--- src/rtl/tx_scheduler.sv ---
// ----------------------------------------------------------------------------
// tx_scheduler
// Arbitrates between an echo requester and an ALU-result requester and feeds
// a byte-wide UART transmitter one character at a time.
//   - Echo message   : the raw echo byte, sent unchanged.
//   - Result message : decimal ASCII of the 8-bit result, leading zeros
//                      suppressed, optionally followed by CR LF.
// Requesters are served round-robin. Each character waits for the
// transmitter to be free, and each tx_start must be answered by tx_done
// within TIMEOUT cycles or the rest of the message is dropped and err pulses.
//
// Ports
//   clk, rst               clock; asynchronous active-low reset
//   echo_valid/data/ready  echo requester handshake (8-bit raw byte)
//   res_valid/data/ready   result requester handshake (8-bit unsigned value)
//   tx_start, tx_data      one-cycle character strobe and byte to transmitter
//   tx_busy, tx_done       transmitter occupied / character finished
//   busy                   a message is in progress
//   owner                  0 = echo, 1 = result; holds last value when idle
//   err                    one-cycle pulse on transmitter timeout
// ----------------------------------------------------------------------------
module tx_scheduler #(
   parameter bit          CRLF_EN = 1'b1,
   parameter int unsigned TIMEOUT = 4095
) (
   input  logic       clk,
   input  logic       rst,
   input  logic       echo_valid,
   input  logic [7:0] echo_data,
   output logic       echo_ready,
   input  logic       res_valid,
   input  logic [7:0] res_data,
   output logic       res_ready,
   output logic       tx_start,
   output logic [7:0] tx_data,
   input  logic       tx_busy,
   input  logic       tx_done,
   output logic       busy,
   output logic       owner,
   output logic       err
);

   localparam logic [15:0] TIMEOUT_LOAD = 16'(TIMEOUT);

   typedef enum logic [1:0] {
      IDLE = 2'd0,
      SEND = 2'd1,
      WAIT = 2'd2
   } state_t;

   state_t      state_reg;
   logic [7:0]  q_reg [8];      // character queue of the current message
   logic [2:0]  len_reg;        // number of characters in the queue
   logic [2:0]  idx_reg;        // character currently being sent
   logic [2:0]  idx_next;
   logic [15:0] cnt_reg;        // cycles left before a missing tx_done is a timeout
   logic        owner_reg;
   logic        last_grant_reg; // 0 = echo, 1 = result
   logic        run_reg;        // low until the first clock edge after reset release

   logic        offer;
   logic        grant_res;
   logic        grant_echo;
   logic        accept;
   logic        timeout_hit;
   logic [7:0]  hund;
   logic [7:0]  tens;
   logic [7:0]  ones;
   logic [7:0]  build_q [8];
   logic [2:0]  build_len;

   // Round-robin: a lone requester always wins; on a tie the one that was
   // not served last wins.
   assign grant_res  = res_valid & (~echo_valid | ~last_grant_reg);
   assign grant_echo = echo_valid & ~grant_res;

   assign offer      = run_reg & (state_reg == IDLE);
   assign echo_ready = offer & grant_echo;
   assign res_ready  = offer & grant_res;
   assign accept     = offer & (echo_valid | res_valid);

   // tx_start is qualified by the live tx_busy so it can never coincide with
   // a busy transmitter, and it only lasts the one SEND cycle it is taken in.
   assign tx_start   = (state_reg == SEND) & ~tx_busy;
   assign tx_data    = q_reg[idx_reg];
   assign busy       = (state_reg != IDLE);
   assign owner      = owner_reg;

   // A tx_done arriving in the very last allowed cycle still counts.
   assign timeout_hit = (state_reg == WAIT) & ~tx_done & (cnt_reg == 16'd1);
   assign err         = timeout_hit;

   assign idx_next = idx_reg + 3'd1;

   // Message builder: evaluated every cycle, loaded only on accept.
   always_comb begin
      hund = res_data / 8'd100;
      tens = (res_data / 8'd10) % 8'd10;
      ones = res_data % 8'd10;
      for (int i = 0; i < 8; i++) begin
         build_q[i] = 8'h00;
      end
      build_len = 3'd0;
      if (grant_res) begin
         if (hund != 8'd0) begin
            build_q[0] = 8'h30 + hund;
            build_q[1] = 8'h30 + tens;
            build_q[2] = 8'h30 + ones;
            build_len  = 3'd3;
         end else if (tens != 8'd0) begin
            build_q[0] = 8'h30 + tens;
            build_q[1] = 8'h30 + ones;
            build_len  = 3'd2;
         end else begin
            build_q[0] = 8'h30 + ones;
            build_len  = 3'd1;
         end
         if (CRLF_EN) begin
            build_q[build_len]        = 8'h0D;
            build_q[build_len + 3'd1] = 8'h0A;
            build_len                 = build_len + 3'd2;
         end
      end else begin
         build_q[0] = echo_data;
         build_len  = 3'd1;
      end
   end

   always_ff @(posedge clk or negedge rst) begin
      if (!rst) begin
         for (int i = 0; i < 8; i++) begin
            q_reg[i] <= 8'h00;
         end
      end else if (accept) begin
         for (int i = 0; i < 8; i++) begin
            q_reg[i] <= build_q[i];
         end
      end
   end

   always_ff @(posedge clk or negedge rst) begin
      if (!rst) begin
         state_reg      <= IDLE;
         len_reg        <= 3'd0;
         idx_reg        <= 3'd0;
         cnt_reg        <= 16'd0;
         owner_reg      <= 1'b0;
         last_grant_reg <= 1'b0;
         run_reg        <= 1'b0;
      end else begin
         run_reg <= 1'b1;
         case (state_reg)
            IDLE: begin
               if (accept) begin
                  owner_reg      <= grant_res;
                  last_grant_reg <= grant_res;
                  len_reg        <= build_len;
                  idx_reg        <= 3'd0;
                  state_reg      <= SEND;
               end
            end
            SEND: begin
               if (!tx_busy) begin
                  cnt_reg   <= TIMEOUT_LOAD;
                  state_reg <= WAIT;
               end
            end
            WAIT: begin
               if (tx_done) begin
                  if (idx_next < len_reg) begin
                     idx_reg   <= idx_next;
                     state_reg <= SEND;
                  end else begin
                     state_reg <= IDLE;
                  end
               end else if (timeout_hit) begin
                  state_reg <= IDLE;
               end else begin
                  cnt_reg <= cnt_reg - 16'd1;
               end
            end
            default: state_reg <= IDLE;
         endcase
      end
   end

endmodule

--- config.mk ---
export PLATFORM = sky130hd
export DESIGN_NAME = tx_scheduler
export DESIGN_NICKNAME = d
export VERILOG_FILES = /design/src/rtl/tx_scheduler.sv
export SDC_FILE = /design/constraint.sdc
export NUM_CORES = 1
export LEC_CHECK = 0
export CORE_MARGIN = 2
export CORE_UTILIZATION = 40
export CTS_CLUSTER_DIAMETER = 200
export DETAILED_ROUTE_END_ITERATION = 10
export PLACE_DENSITY = 0.6
export SLEW_MARGIN = 20
export SYNTH_ARGS = -nofsm -noshare
export SYNTH_HDL_FRONTEND = slang
export SYNTH_SLANG_ARGS = --single-unit
--- constraint.sdc ---
create_clock -name clk -period 3.62 [get_ports clk]
set_input_delay 0.543 -clock clk [delete_from_list [all_inputs] [get_ports clk]]
set_output_delay 0.543 -clock clk [all_outputs]
set_load 0.01 [all_outputs]
---- Yosys cells after proc, flatten, opt, wreduce, memory -nomap -nowiden ----
Index checks and enable logic that the tools add are counted.
word-level totals
  flip-flop bits (word level) ............. 90
  input bits .............................. 22
  word-level logic and storage cells ...... 111
operators by class
  add/sub/neg operators ................... 7
  div/mod/pow operators ................... 4
  order comparisons ....................... 6
  equality and inequality tests ........... 10
  mux-type cells .......................... 33
  bitwise logic cells ..................... 25
  reduce and logical (&&, ||, !) cells .... 12
operator list
  operator                                                                count
  16-bit two-way mux                                                      5
  8-bit two-way mux                                                       9
  56-bit two-way mux                                                      1
  48-bit AND                                                              1
  8-bit demux with 3-bit select                                           2
  48-bit inverter                                                         1
  40-bit AND                                                              1
  40-bit inverter                                                         1
  16-bit one-hot mux with 2 select lines                                  1
  6-bit by 8-bit adder with 8-bit output, first input constant            3
  8-bit binary-select mux with 3-bit select                               1
  24-bit OR                                                               1
  16-bit by 1-bit equality test with 1-bit output, second input constant  1
  8-bit by 4-bit modulo with 8-bit output, second input constant          2
  16-bit OR                                                               1
  8-bit nonzero test                                                      2
  16-bit by 1-bit subtractor with 16-bit output, second input constant    1
  3-bit two-way mux                                                       5
  4-bit >= comparator, second input constant                              3
  2-bit two-way mux                                                       6
  3-bit inverter with 4-bit output                                        3
  2-bit != test, second input constant                                    5
  1-bit AND                                                               9
  8-bit by 4-bit divider with 8-bit output, second input constant         1
  other kinds (20)                                                        31

---- Depth between registers and ports, before layout ----
Gate-level depths: netlist of run 1.
  word-level depth ........................ 15
  gate-level depth with buffers ........... 21

---- Worst setup path after synthesis of run 1 ----
Ideal clock, no wire load.
  path type ............................... input to register
  from .................................... in res_data[6]
  to ...................................... reg q_reg[49] (netlist bit)
  data arrival time ....................... 3.959 ns
  data required time ...................... 3.494 ns
  slack ................................... -0.465 ns
  stages on the path ...................... 17
  buffers on the path ..................... 3
  cell sequence ........................... buf_2 > buf_2 > clkbuf_1 > nor2_1 > a22oi_1 > nor2_1 > a211oi_1 > ha_1 > nand2_1 > o31ai_1 > inv_1 > ha_1 > mux2_1 > o32a_1 > nor3_4 > nor2_2 > a221o_1
on the way
  word-level cells in the longest chain between the ends .. 15
  elaborated cells between the ends (all ways) .. 31
  those cells by class .................... 3 x add/sub; 4 x div; 4 x order compare; 11 x mux; 5 x bitwise; 4 x reduce/logical
RTL lines
  what                                                                                               RTL line  source
  start: declaration                                                                                 32        input logic [7:0] res_data,
  parallel branches: the longest is 13 deep, another holds 8-bit by 4-bit divider with 8-bit output  n/a
  16-bit OR (no source line) *                                                                       n/a
  56-bit two-way mux *                                                                               104       if (grant_res) begin
  end signal: indexed assignment                                                                     136       q_reg[i] <= build_q[i];
  end: declaration                                                                                   52        logic [7:0] q_reg [8];
Mark *: on every way between the ends. The select of a mux whose other input is x is not followed.
A chain may end at the register's enable or synchronous reset.

---- Final worst setup path of run 1 ----
  from .................................... in res_data[7]
  to ...................................... reg q_reg[49] (netlist bit)
The elaborated chain is that of the path after synthesis.

==> flow_summary.toml, run 1 <==
[timing]
rsz0062_at_grt = "yes"
tightestPinTransition_ps = 603
slew_headroom_pct = 59.8
max_clock_freq_ghz = 0.287
tns_ps = 0
slew_violations = 0
period_needed_ps = 3480
period_share_pct = 96.2
skew_ps = 15.0
hold_viol = 0
finalSetupViolations = 0

[global_route]
met2_usage_pct = 37.1
grt-ovfl-total = 0
grt_max_degree = 37
grt_pass1_vias = 3863
grtUsageMet1_pct = 25.4
top_usage_layer = "met2"
use_met3_pct = 2.74
antenna_found_initial = 0
grt_pass1_wl_um = 18500
grt_usage_pct = 20.5

[final_layout]
nFillCells = 951
fin_area_mm2 = 0.00533
area_growth_pct = 31.6
antenna_cells = 0
fin_cells = 714
drive_gt1_share_pct = 25.8
largest_reg_flops = 30
regArea_mm2 = 0.00140
multi_input_area_mm2 = 0.00258
nNetsFinal = 615

[logic_synthesis]
postSynthCellCount = 477
ys_ff_latch = 56
synthesis.area_mm2 = 0.00405
synth_flop_cell = "dfrtp_1"
yosys_warnings = 0
syn_avg_cell_area_um2 = 8.50
async_flop_share_pct = 100
yosysSeqAreaShare_pct = 34.6
synth_cell_types = 74
synth_edf_count = 0

[clock_network]
clock_latency_ps = 310
htreeDepth = 2
cts.sinks = 56
cts_buffers = 5
path_clk_slew_ps = 110
cts-root-buf = "clkbuf_8"
cts_hold_buf = 0
cts_tree = "built"
clock_path_buffers = 2

[routing]
vias = 3841
routed_wl_um = 10900
drt-initial-drc-count = 148
wl_per_cell_um = 15.3
drcViolationCount = 0
drt-vias-per-instance = 5.38
firstDrtPassIters = 4
ant_nets = 0

[die]
die_h_um = 105
io_pins = 36
initial_core_util_pct = 41.3
core_area_mm2 = 0.00982
placementRows = 36
fp.dieArea_mm2 = 0.0110
die_w_um = 105

[power]
report.power.total_mw = 2.59
peakVddDrop_v = 0.000280
power_density_mw_per_mm2 = 486
combPwrFrac_pct = 50.1
p_int_mw = 1.60
swShare_pct = 38.3
power_leakage_nw = 2.30
p_switching_mw = 0.993
pwr-share-seq_pct = 36.7
pwr-share-clk_pct = 13.3

[critical_path]
crit-reg2reg-launch = "cnt_reg[6]$_DFFE_PN0P_"
crit_path_start_kind = "input port"
startpoint = "res_data[7]"
crit_required_ps = 3810
crit_fanout = 7
endpoint = "q_reg[49]$_DFFE_PN0P_"
end_kind = "flip-flop"
rrSetupSlack_ps = 280
cp.arrival_ps = 3670
r2r_end = "cnt_reg[5]$_DFFE_PN0P_"
crit_type = "input port to flip-flop"
reg2regPathDepth = 10

[place]
port_buffers = 35
place_area_mm2 = 0.00504
gp_congestion = 0.886
place.detailed.hpwl_um = 8250
place_inst = 694

[run]
cap_violations = 0

[run_status]
status = "completed"

[min_path]
worstHoldPathType = "input port to asynchronous set/reset pin"
## area by class of cell
cell class | instances | area share (%)
Clock buffer | 6 | 1.36
Clock inverter | 2 | 0.258
Inverter | 20 | 1.45
Multi-Input combinational cell | 377 | 48.4
Sequential cell | 56 | 26.3
Tap cell | 133 | 3.12
Timing Repair Buffer | 120 | 19.2
## metrics by stage
| stage | hold WS (ps) | utilization [%] | setup slack (ps) |
|---|---|---|---|
| global route | 195 | 54.3 | -22.4 |
| floorplan | 247 | - | -20.0 |
| finish | 192 | 54.3 | 139 |
| global placement | 456 | 51.4 | -486 |
| detailed placement | 460 | 51.4 | -520 |
| CTS | 193 | 53.6 | 87.2 |
## power groups by stage
| stage | logic (mW) | registers [mW] | clock network [mW] |
|---|---|---|---|
| 4_1_cts | 1.29 | 0.950 | 0.354 |
| 3_3_place_gp | 1.24 | 0.952 | 0 |
| 3_5_place_dp | 1.26 | 0.963 | 0 |
| 6_report | 1.30 | 0.951 | 0.345 |
| 2_1_floorplan | 0.813 | 0.888 | 0 |
| 5_1_grt | 1.44 | 0.976 | 0.386 |
## worst max-delay path: stages
cell and delay, ps:
dlygate4sd2_1 260, buf_6 140, and2b_2 220, buf_6 140, mux2_4 290, o211ai_2 130
or2_4 180, buf_6 110, inv_4 40, maj3_2 320, a221oi_4 310, o2111ai_2 200
nor3_4 300, buf_12 160, nor2_2 40, a221o_1 290
## per-layer routing
metal	share of wire, %	up-vias
met1	45	1853
met2	51	73
met3	2.9	13
met5	0	-
met4	1.5	0
li1	-	1902
## timing repair
action                     CTS  global route
setup endpoints to repair   21            22
setup buffers                5             5
pin swaps                    6             8
gates cloned                 2             0
resized for setup           25            15
## cell usage after synthesis (2+ instances only)
| library cell | count | share of area [%] |
|---|---|---|
| o31ai_1 | 6 | 1.1 |
| inv_1 | 18 | 1.7 |
| mux2_2 | 3 | 0.83 |
| a31oi_1 | 6 | 0.93 |
| nor4b_1 | 2 | 0.43 |
| nand3b_1 | 3 | 0.56 |
| buf_2 | 8 | 0.99 |
| o221ai_1 | 2 | 0.43 |
| clkbuf_1 | 12 | 1.1 |
| nor3b_1 | 2 | 0.37 |
| o21ai_0 | 28 | 3.5 |
| o2111ai_1 | 2 | 0.43 |
| a21boi_1 | 3 | 0.56 |
| o22ai_1 | 4 | 0.62 |
| or3_1 | 6 | 0.93 |
| or4b_1 | 2 | 0.49 |
| nor2b_1 | 10 | 1.5 |
| a221o_1 | 2 | 0.49 |
| a21oi_1 | 26 | 3.2 |
| ha_1 | 13 | 4.0 |
| a211oi_1 | 3 | 0.56 |
| or3b_2 | 2 | 0.43 |
| o21a_1 | 4 | 0.74 |
| a22oi_1 | 3 | 0.56 |
| nand2b_1 | 10 | 1.5 |
| nor3_1 | 20 | 2.5 |
| dfrtp_1 | 56 | 35 |
| nor2_1 | 48 | 4.4 |
| nand2_1 | 62 | 5.7 |
| nand3_1 | 13 | 1.6 |
| a21o_1 | 3 | 0.56 |
| buf_1 | 2 | 0.19 |
| buf_6 | 2 | 0.56 |
| and3_1 | 5 | 0.77 |
| or4_1 | 2 | 0.37 |
| mux4_2 | 5 | 2.8 |
| o21ai_1 | 11 | 1.4 |
| and2_1 | 7 | 1.1 |
| xnor2_1 | 15 | 3.2 |
| mux2i_1 | 8 | 2.0 |
| xor2_1 | 3 | 0.65 |
| o211ai_1 | 3 | 0.56 |
## kinds of logic (layout without fill, tap and decap cells)
logic type / after synthesis / after routing / share of synthesized area (%)
and+or+nand+nor: 202 / 202 / 24.5
buffers and inverters: 45 / 148 / 5.25
DFF: 56 / 56 / 34.6
adders and majority gates: 14 / 14 / 4.29
xor gates and xnor gates: 18 / 18 / 3.89
other: 1 / 2 / 0.0925
AOI/OAI and AO/OA: 123 / 123 / 21.2
muxes: 18 / 18 / 6.24
## placed cells by master, fill, tap and decap left out, types with 5 or more instances in the layout
cell	n
mux2i_1	8
nor2b_1	8
clkdlybuf4s50_1	26
mux4_2	5
clkbuf_8	5
nor3_1	18
xnor2_1	15
inv_1	18
nor2_1	46
nand2_1	61
o21ai_0	25
and3_1	5
or3_1	6
buf_4	79
ha_1	11
o21ai_1	13
a31oi_1	6
dfrtp_1	56
a21oi_1	26
nand2b_1	9
dlygate4sd2_1	5
nand3_1	13
and2_1	7
## how the worst min path moves through the flow
stage | endpoint | start | slack, ps | cells after the start
2_1_floorplan | cnt_reg[0]$_DFFE_PN0P_ | rst | 250 | 0
3_3_place_gp | q_reg[43]$_DFFE_PN0P_ | q_reg[43]$_DFFE_PN0P_ | 460 | 2
3_5_place_dp | q_reg[43]$_DFFE_PN0P_ | q_reg[43]$_DFFE_PN0P_ | 460 | 2
4_1_cts | q_reg[60]$_DFFE_PN0P_ | rst | 190 | 1
5_1_grt | q_reg[60]$_DFFE_PN0P_ | rst | 200 | 1
6_report | q_reg[60]$_DFFE_PN0P_ | rst | 190 | 1
No activity file was read; power rests on OpenSTA's default activity.
==> run 2, diff against run 1 <==
TNS_END_PERCENT = 5   (was not set)
==> flow_summary.toml, run 2 (synthesis gave the netlist of run 1 again) <==
[critical_path]
r2r_end = "cnt_reg[5]$_DFFE_PN0P_"
reg2regPathDepth = 10
crit-reg2reg-launch = "cnt_reg[6]$_DFFE_PN0P_"
cp.arrival_ps = 3690
end_kind = "flip-flop"
rrSetupSlack_ps = 270
crit_type = "input port to flip-flop"
crit_fanout = 7
crit_path_start_kind = "input port"
crit_required_ps = 3810

[routing]
ant_nets = 0
routed_wl_um = 11000
firstDrtPassIters = 4
drcViolationCount = 0
wl_per_cell_um = 15.4
vias = 3890
drt-vias-per-instance = 5.44
drt-initial-drc-count = 156

[power]
power_leakage_nw = 2.33
peakVddDrop_v = 0.000281
power_density_mw_per_mm2 = 484

[place]
port_buffers = 35
place.detailed.hpwl_um = 8250
dp_slack_ps = -520
gp_congestion = 0.886

[timing]
hold_viol = 0
period_needed_ps = 3500
tns_ps = 0
slew_violations = 0
tightestPinTransition_ps = 603
slew_headroom_pct = 59.8
worst_slack_ps = 125
max_clock_freq_ghz = 0.286
rsz0062_at_grt = "yes"
skew_ps = 14.7
period_share_pct = 96.6
finalSetupViolations = 0

[final_layout]
area_growth_pct = 32.7
layout_common_cells = "buf_4, nand2_1, dfrtp_1"
drive_gt1_share_pct = 26.1
nNetsFinal = 616
nFillCells = 942
final_core_utilization_pct = 54.8
final_common_cell = "buf_4"
largest_reg_flops = 30
antenna_cells = 0

[global_route]
grt-ovfl-total = 0
grt_pass1_vias = 3852
grt_max_degree = 37
top_usage_layer = "met2"
grtUsageMet1_pct = 25.6
grt_pass1_wl_um = 18600
use_met3_pct = 2.74
grt_usage_pct = 20.5
antenna_found_initial = 0
met2_usage_pct = 37.1

[die]
die_h_um = 105
initial_core_util_pct = 41.3
placementRows = 36
die_w_um = 105
io_pins = 36
fp.dieArea_mm2 = 0.0110
core_area_mm2 = 0.00982

[clock_network]
cts_buffers = 5
cts_hold_buf = 0
cts_tree = "built"
clock_path_buffers = 2
path_clk_slew_ps = 110
clock_latency_ps = 310
cts-root-buf = "clkbuf_8"
htreeDepth = 2
cts.sinks = 56

[run_status]
status = "completed"

[min_path]
worstHoldPathType = "input port to asynchronous set/reset pin"

[run]
cap_violations = 0
-- run 2: area by class of cell --
cell class | instances | area [um^2] | area share, %
sequential | 56 | 1400 | 26.1
clock inverter | 2 | 13.8 | 0.256
timing repair buffer | 121 | 1030 | 19.2
clock buffer | 6 | 72.6 | 1.35
inverter | 20 | 77.6 | 1.44
multi-input combinational | 377 | 2620 | 48.6
tap | 133 | 166 | 3.09
-- run 2: worst max-delay path by stage --
stage	start	end	slack, ps
floorplan	res_data[6]	q_reg[49]$_DFFE_PN0P_	-20
global placement	res_data[5]	q_reg[62]$_DFFE_PN0P_	-490
detailed placement	res_data[5]	q_reg[49]$_DFFE_PN0P_	-520
CTS	res_data[7]	q_reg[49]$_DFFE_PN0P_	-60
global route	res_data[4]	q_reg[57]$_DFFE_PN0P_	-70
finish	res_data[4]	q_reg[49]$_DFFE_PN0P_	120
-- run 2: where the power goes --
group	internal, mW	total, mW	switching (mW)
registers	0.799	0.951	0.152
logic	0.667	1.31	0.639
clock network	0.139	0.345	0.206
-- run 2: what timing repair did --
item,CTS,global route
cloned,1,1
pin swaps,11,9
resized for setup,20,20
buffers inserted,5,6
endpoints found under the setup margin,21,23
-- run 2: routing by layer --
layer,vias to the layer above,routed length [um]
li1,1909,-
met1,1880,4870
met2,83,5560
met3,18,372
met4,0,191
met5,-,0
-- run 2: worst max-delay path, stage by stage --
cell	delay, ps
dlygate4sd2_1	270
buf_4	150
or3b_2	450
o22ai_1	160
o31ai_1	100
buf_4	140
a31oi_4	170
o31ai_4	90
inv_1	90
ha_2	190
nand2_1	50
mux2_4	260
o32a_1	320
nor3_4	200
buf_12	160
nor2_2	40
a221o_1	290
-- run 2: metrics by stage --
step	instance area (um^2)	hold slack, ps	instances	total power, mW
after CTS	5250	193	708	2.59
after global placement	5040	456	694	2.19
after global routing	5380	195	715	2.81
after floorplan	4150	247	478	1.70
final	5380	192	715	2.60
after detailed placement	5040	460	694	2.22
